--- src/rtl/kbd_entry_ctrl_if.sv ---
// Keyboard-entry bus: scan-code strobe in, memory write handshake out, status flags.
// No latency of its own; a plain bundle of wires.
// The memory side stalls the controller by holding mem_ack low.
`timescale 1ns/1ps
interface kbd_entry_ctrl_if #(
  parameter int ADDR_W = 4
);
  logic [7:0]        code;
  logic              code_valid;
  logic              mem_ack;
  logic              mem_wr;
  logic [ADDR_W-1:0] mem_addr;
  logic [15:0]       mem_data;
  logic [2:0]        digit_cnt;
  logic              flag_enter;
  logic              ovf;
  logic              busy;

  // controller side
  modport master (
    input  code, code_valid, mem_ack,
    output mem_wr, mem_addr, mem_data, digit_cnt, flag_enter, ovf, busy
  );

  // keyboard receiver / memory side
  modport slave (
    output code, code_valid, mem_ack,
    input  mem_wr, mem_addr, mem_data, digit_cnt, flag_enter, ovf, busy
  );
endinterface

--- src/rtl/kbd_entry_ctrl.sv ---
// Collects up to four BCD digits from PS/2 set-2 scan codes and writes them to memory on enter.
// Latency: digit visible one cycle after its strobe; mem_wr rises one cycle after enter.
// Backpressure: mem_ack low holds the write and drops all strobes; KBD_BACKSPACE_EN enables code 66.
`timescale 1ns/1ps
module kbd_entry_ctrl #(
  parameter int ADDR_W = 4
) (
  input  logic            clk,
  input  logic            reset,
  kbd_entry_ctrl_if.master bus
);

  localparam logic [7:0] CODE_BREAK = 8'hF0;
  localparam logic [7:0] CODE_ENTER = 8'h5A;
`ifdef KBD_BACKSPACE_EN
  localparam logic [7:0] CODE_BKSP  = 8'h66;
`endif
  localparam logic [2:0] MAX_DIGITS = 3'd4;

  typedef enum logic [1:0] {
    IDLE = 2'd0,
    BRK  = 2'd1,
    WR   = 2'd2
  } state_t;

  state_t            state;
  logic [15:0]       buffer;
  logic [2:0]        cnt;
  logic [ADDR_W-1:0] addr;
  logic              mem_wr_q;
  logic              flag_enter_q;
  logic              ovf_q;
  logic              busy_q;

  logic              is_digit;
  logic [3:0]        digit_val;

  // Translate the make code of a numeric key into its BCD value.
  always_comb begin
    is_digit  = 1'b1;
    digit_val = 4'd0;
    unique case (bus.code)
      8'h45:   digit_val = 4'd0;
      8'h16:   digit_val = 4'd1;
      8'h1E:   digit_val = 4'd2;
      8'h26:   digit_val = 4'd3;
      8'h25:   digit_val = 4'd4;
      8'h2E:   digit_val = 4'd5;
      8'h36:   digit_val = 4'd6;
      8'h3D:   digit_val = 4'd7;
      8'h3E:   digit_val = 4'd8;
      8'h46:   digit_val = 4'd9;
      default: is_digit  = 1'b0;
    endcase
  end

  // Entry FSM: the buffer doubles as the write data, so it is frozen while WR waits for ack.
  always_ff @(posedge clk or posedge reset) begin
    if (reset) begin
      state        <= IDLE;
      buffer       <= 16'h0000;
      cnt          <= 3'd0;
      addr         <= '0;
      mem_wr_q     <= 1'b0;
      flag_enter_q <= 1'b0;
      ovf_q        <= 1'b0;
      busy_q       <= 1'b0;
    end else begin
      flag_enter_q <= 1'b0;
      ovf_q        <= 1'b0;
      unique case (state)
        IDLE: begin
          if (bus.code_valid) begin
            if (bus.code == CODE_BREAK) begin
              state <= BRK;
            end else if (is_digit) begin
              if (cnt < MAX_DIGITS) begin
                buffer <= {buffer[11:0], digit_val};
                cnt    <= cnt + 3'd1;
              end else begin
                ovf_q  <= 1'b1;
              end
            end else if (bus.code == CODE_ENTER) begin
              // an empty entry is not worth a memory write
              if (cnt != 3'd0) begin
                state    <= WR;
                mem_wr_q <= 1'b1;
                busy_q   <= 1'b1;
              end
`ifdef KBD_BACKSPACE_EN
            end else if (bus.code == CODE_BKSP) begin
              // drop the most recent digit, which sits in the low nibble
              if (cnt != 3'd0) begin
                buffer <= {4'h0, buffer[15:4]};
                cnt    <= cnt - 3'd1;
              end
`endif
            end
          end
        end
        BRK: begin
          // the byte after F0 names the released key; it never acts as a press
          if (bus.code_valid) begin
            state <= IDLE;
          end
        end
        WR: begin
          // strobes arriving here, including in the ack cycle, are dropped
          if (bus.mem_ack) begin
            state        <= IDLE;
            mem_wr_q     <= 1'b0;
            busy_q       <= 1'b0;
            flag_enter_q <= 1'b1;
            buffer       <= 16'h0000;
            cnt          <= 3'd0;
            addr         <= addr + 1'b1;
          end
        end
        default: begin
          state    <= IDLE;
          mem_wr_q <= 1'b0;
          busy_q   <= 1'b0;
        end
      endcase
    end
  end

  assign bus.mem_wr     = mem_wr_q;
  assign bus.mem_addr   = addr;
  assign bus.mem_data   = buffer;
  assign bus.digit_cnt  = cnt;
  assign bus.flag_enter = flag_enter_q;
  assign bus.ovf        = ovf_q;
  assign bus.busy       = busy_q;

endmodule

--- src/flat_wrapper.sv ---
// flat-port wrapper written by rule: the top's interface ports become plain ports
module kbd_entry_ctrl_flat 
#(
  parameter int ADDR_W = 4
)
  (clk, reset, bus_code, bus_code_valid, bus_mem_ack, bus_mem_wr, bus_mem_addr, bus_mem_data, bus_digit_cnt, bus_flag_enter, bus_ovf, bus_busy);
  kbd_entry_ctrl_if #(.ADDR_W(ADDR_W)) bus_i ();
  input  logic clk;
  input  logic reset;
  input wire logic [$bits(bus_i.code)-1:0] bus_code;
  input wire logic [$bits(bus_i.code_valid)-1:0] bus_code_valid;
  input wire logic [$bits(bus_i.mem_ack)-1:0] bus_mem_ack;
  output wire logic [$bits(bus_i.mem_wr)-1:0] bus_mem_wr;
  output wire logic [$bits(bus_i.mem_addr)-1:0] bus_mem_addr;
  output wire logic [$bits(bus_i.mem_data)-1:0] bus_mem_data;
  output wire logic [$bits(bus_i.digit_cnt)-1:0] bus_digit_cnt;
  output wire logic [$bits(bus_i.flag_enter)-1:0] bus_flag_enter;
  output wire logic [$bits(bus_i.ovf)-1:0] bus_ovf;
  output wire logic [$bits(bus_i.busy)-1:0] bus_busy;
  assign bus_i.code = bus_code;
  assign bus_i.code_valid = bus_code_valid;
  assign bus_i.mem_ack = bus_mem_ack;
  assign bus_mem_wr = bus_i.mem_wr;
  assign bus_mem_addr = bus_i.mem_addr;
  assign bus_mem_data = bus_i.mem_data;
  assign bus_digit_cnt = bus_i.digit_cnt;
  assign bus_flag_enter = bus_i.flag_enter;
  assign bus_ovf = bus_i.ovf;
  assign bus_busy = bus_i.busy;
  kbd_entry_ctrl #(.ADDR_W(ADDR_W)) u_core (.clk(clk), .reset(reset), .bus(bus_i));
endmodule
--- config.mk ---
export PLATFORM = sky130hd
export DESIGN_NAME = kbd_entry_ctrl_flat
export DESIGN_NICKNAME = d
export VERILOG_FILES = /design/src/rtl/kbd_entry_ctrl_if.sv /design/src/rtl/kbd_entry_ctrl.sv /design/src/flat_wrapper.sv
export SDC_FILE = /design/constraint.sdc
export NUM_CORES = 1
export LEC_CHECK = 0
export ABC_CLOCK_PERIOD_IN_PS = 1800
export CORE_AREA = 2 2 67 69
export CTS_CLUSTER_SIZE = 25
export DETAILED_ROUTE_END_ITERATION = 12
export DIE_AREA = 0 0 69 71
export DONT_BUFFER_PORTS = 1
export SYNTH_ARGS = -nofsm -noshare
export SYNTH_HDL_FRONTEND = slang
export SYNTH_SLANG_ARGS = --single-unit
--- constraint.sdc ---
create_clock -name clk -period 1.8 [get_ports clk]
set_input_delay 0.36 -clock clk [delete_from_list [all_inputs] [get_ports clk]]
set_output_delay 0.36 -clock clk [all_outputs]
set_load 0.02 [all_outputs]
==> flow_metrics.tcl <==
set metrics [dict create \
    hold_path_class "in -> async" \
    final_area_um2 1800 \
    clk_latency_ns 0.27 \
    gr-total-overflow 0 \
    period_needed_ns 1.66 \
    synth_cells 153 \
    yosys-top-cells-area "dfrtp_1 (44%), mux2i_1 (6.9%), mux2_4 (6.5%)" \
    wl_per_cell_um 14.0 \
    dp_hpwl_um 2440 \
    antenna_cells 0 \
    yosys.area.top_type "dfrtp_1" \
    ctsResizeCount 0 \
    drc_errors 0 \
    vias_per_cell 4.93 \
    cts_hold_buf 0 \
    grt_pass1_vias 1156 \
    initial_utilization_pct 38.2 \
    setup_slack_ns 0.143 \
    max_freq_mhz 603 \
    die_area_um2 4900 \
    rows 24 \
    cts_made_buffers 3 \
    p_per_area_nw_per_um2 652 \
    antenna_found_initial 0 \
    relSlewSlack_pct 71.1 \
    critPathRequiredTime_ns 1.96 \
    htreeDepth 1 \
    outcome "finished, final reports clean" \
    syn_to_final_growth_pct 11.9 \
    port_buffers 0 \
    drive_above_1_share_pct 24.4 \
    worst_pin_slew_ns 0.433 \
    synth_ff_type "dfrtp_1" \
    cts_tree "built" \
    setup_violations 0 \
    final_cell_mix "dfrtp_1 (28), buf_4 (20), nand2_1 (18)" \
    cts_sinks 28 \
    track_usage_pct 13.1 \
    place_area_um2 1760 \
    drtIter0Drc 70 \
    cp_max_fo 8 \
    finalNonFillerCells 220 \
    cp_slowest_stage_delay_ns 0.47 \
    use_met3_pct 2.71 \
    synth.avg_cell_area_um2 10.5 \
    cts_root_buf "clkbuf_8" \
    crit_path_start "u_core.state[0]$_DFFE_PP0P_" \
    layout_commonest_cell "dfrtp_1" \
    gr-max-usage-layer "met2" \
    die_w_um 69 \
    end_kind "flop" \
    slowest_stage "dfrtp_1" \
    synth_top_area_share_pct 43.6 \
    crit_type "reg -> reg" \
    tns_ns 0 \
    hold_viol_final 0 \
    yosysWarnings 0 \
    power_leakage_nw 0.961 \
    clkTransAtPathRegs_ns 0.09 \
    irDropWorstVdd_mv 0.305 \
    postCtsSetupRepairBufs 0 \
    io_pins 39 \
    final_max_slew_viol_count 0 \
    grt_pass1_wl_um 5240 \
    synth-edff-count 0 \
    ys_types 45 \
    rsz0062_at_grt "false" \
    totalWireLength_um 3080 \
    min_period_over_period_pct 92.1 \
    synthArstFlopShare_pct 100 \
    arrival_ns 1.82 \
    antenna_left 0 \
    grt_max_degree 29 \
    worstReg2RegStart "u_core.state[0]$_DFFE_PP0P_" \
    ys_seq_elements 28 \
    fin_nets 185 \
    cp_cell_sequence "nor2b_1 > nand2_1 > o31ai_2 > o211ai_4 > buf_4 > mux2_4" \
    finalClockSkew_ns 0.00727 \
    syn-num-nets 168 \
    drtPass1Iterations 4 \
    maxCapViolCount 0 \
    final_util_pct 42.7 \
    clk_path_buf_depth 2 \
    ys_seq_area_share_pct 43.6 \
    start_kind "flop" \
    dieHeight_um 71 \
    vias 1085 \
    met2_usage_pct 22.8 \
    core_area_um2 4200 \
    use_met1_pct 15.7 \
    pre_cts_slack_ns -0.110 \
    dp_cells 217 \
    syn_area_um2 1610 \
    routabilityCongestion 0.894 \
]
## kinds of logic after synthesis
group | after synthesis | synth area share, %
and+or+nand+nor | 55 | 19.2
buffers and inverters | 25 | 8.50
muxes | 18 | 13.4
adders and majority gates | 3 | 2.34
DFF | 28 | 43.6
xor gates and xnor gates | 6 | 3.27
AOI/OAI and AO/OA | 18 | 9.67
## critical path: cells and delay by family (launching register included)
family | cells | cell delay [ns]
muxes | 1 | 0.29
buffers and inverters | 1 | 0.19
AOI/OAI and AO/OA | 2 | 0.26
and+or+nand+nor | 2 | 0.34
DFF | 1 | 0.47
## layout make-up
type	instances	area, um2
Fill cell	414	2410
Multi-Input combinational cell	100	776
Timing Repair Buffer	20	150
Tap cell	52	65.1
Inverter	17	63.8
Clock buffer	3	41.3
Sequential cell	28	701
## power breakdown
group | total (mW) | internal (mW) | switching (mW)
logic | 0.123 | 0.0638 | 0.0587
registers | 0.717 | 0.655 | 0.0624
clock network | 0.331 | 0.150 | 0.181
total | 1.17 | 0.869 | 0.302
## through the flow
stage | hold slack [ns] | total power [mW]
2_1_floorplan | 0.425 | 0.831
3_3_place_gp | 0.333 | 0.850
3_5_place_dp | 0.344 | 0.855
4_1_cts | 0.0493 | 1.19
5_1_grt | 0.0666 | 1.23
6_report | 0.0372 | 1.17
## cells in the mapped netlist, drive strengths merged, types with 2 or more instances
cell type,count
nor2b,4
and4b,2
nand2,18
mux2,7
o32ai,2
a31oi,2
nand4,2
nand3,2
nand2b,5
inv,17
ha,3
nor2,10
clkbuf,3
a21oi,5
xnor2,3
o211ai,2
dfrtp,28
buf,5
nor3,4
xor2,3
mux2i,11
## routing by layer
| metal | share of wire [%] | vias to the layer above |
|---|---|---|
| li1 | - | 547 |
| met1 | 44 | 501 |
| met2 | 48 | 33 |
| met3 | 6.1 | 4 |
| met4 | 1.4 | 0 |
| met5 | 0 | - |
## state kept, by name, summed over array words and instances (netlist names)
name,cells
u_core.bus.mem_data,16
u_core.bus.ovf,1
u_core.bus.busy,1
u_core.bus.digit_cnt,3
u_core.bus.flag_enter,1
u_core.bus.mem_addr,4
u_core.state,2
## path summary, 6_finish.rpt
kind                       slack, ns  depth (start not counted)                                   to
min                             0.04                          2   u_core.bus.mem_data[3]$_DFFE_PP0P_
min in group clk                0.28                          2          u_core.bus.busy$_DFFE_PP0P_
max reg2reg                     0.14                          6  u_core.bus.mem_data[15]$_DFFE_PP0P_
max in group asynchronous       1.50                          2  u_core.bus.digit_cnt[1]$_DFFE_PP0P_
min reg2reg                     0.59                          1          u_core.state[1]$_DFFE_PP0P_
max                             0.14                          6  u_core.bus.mem_data[15]$_DFFE_PP0P_
Note: power is estimated with default switching activity, not from simulation.
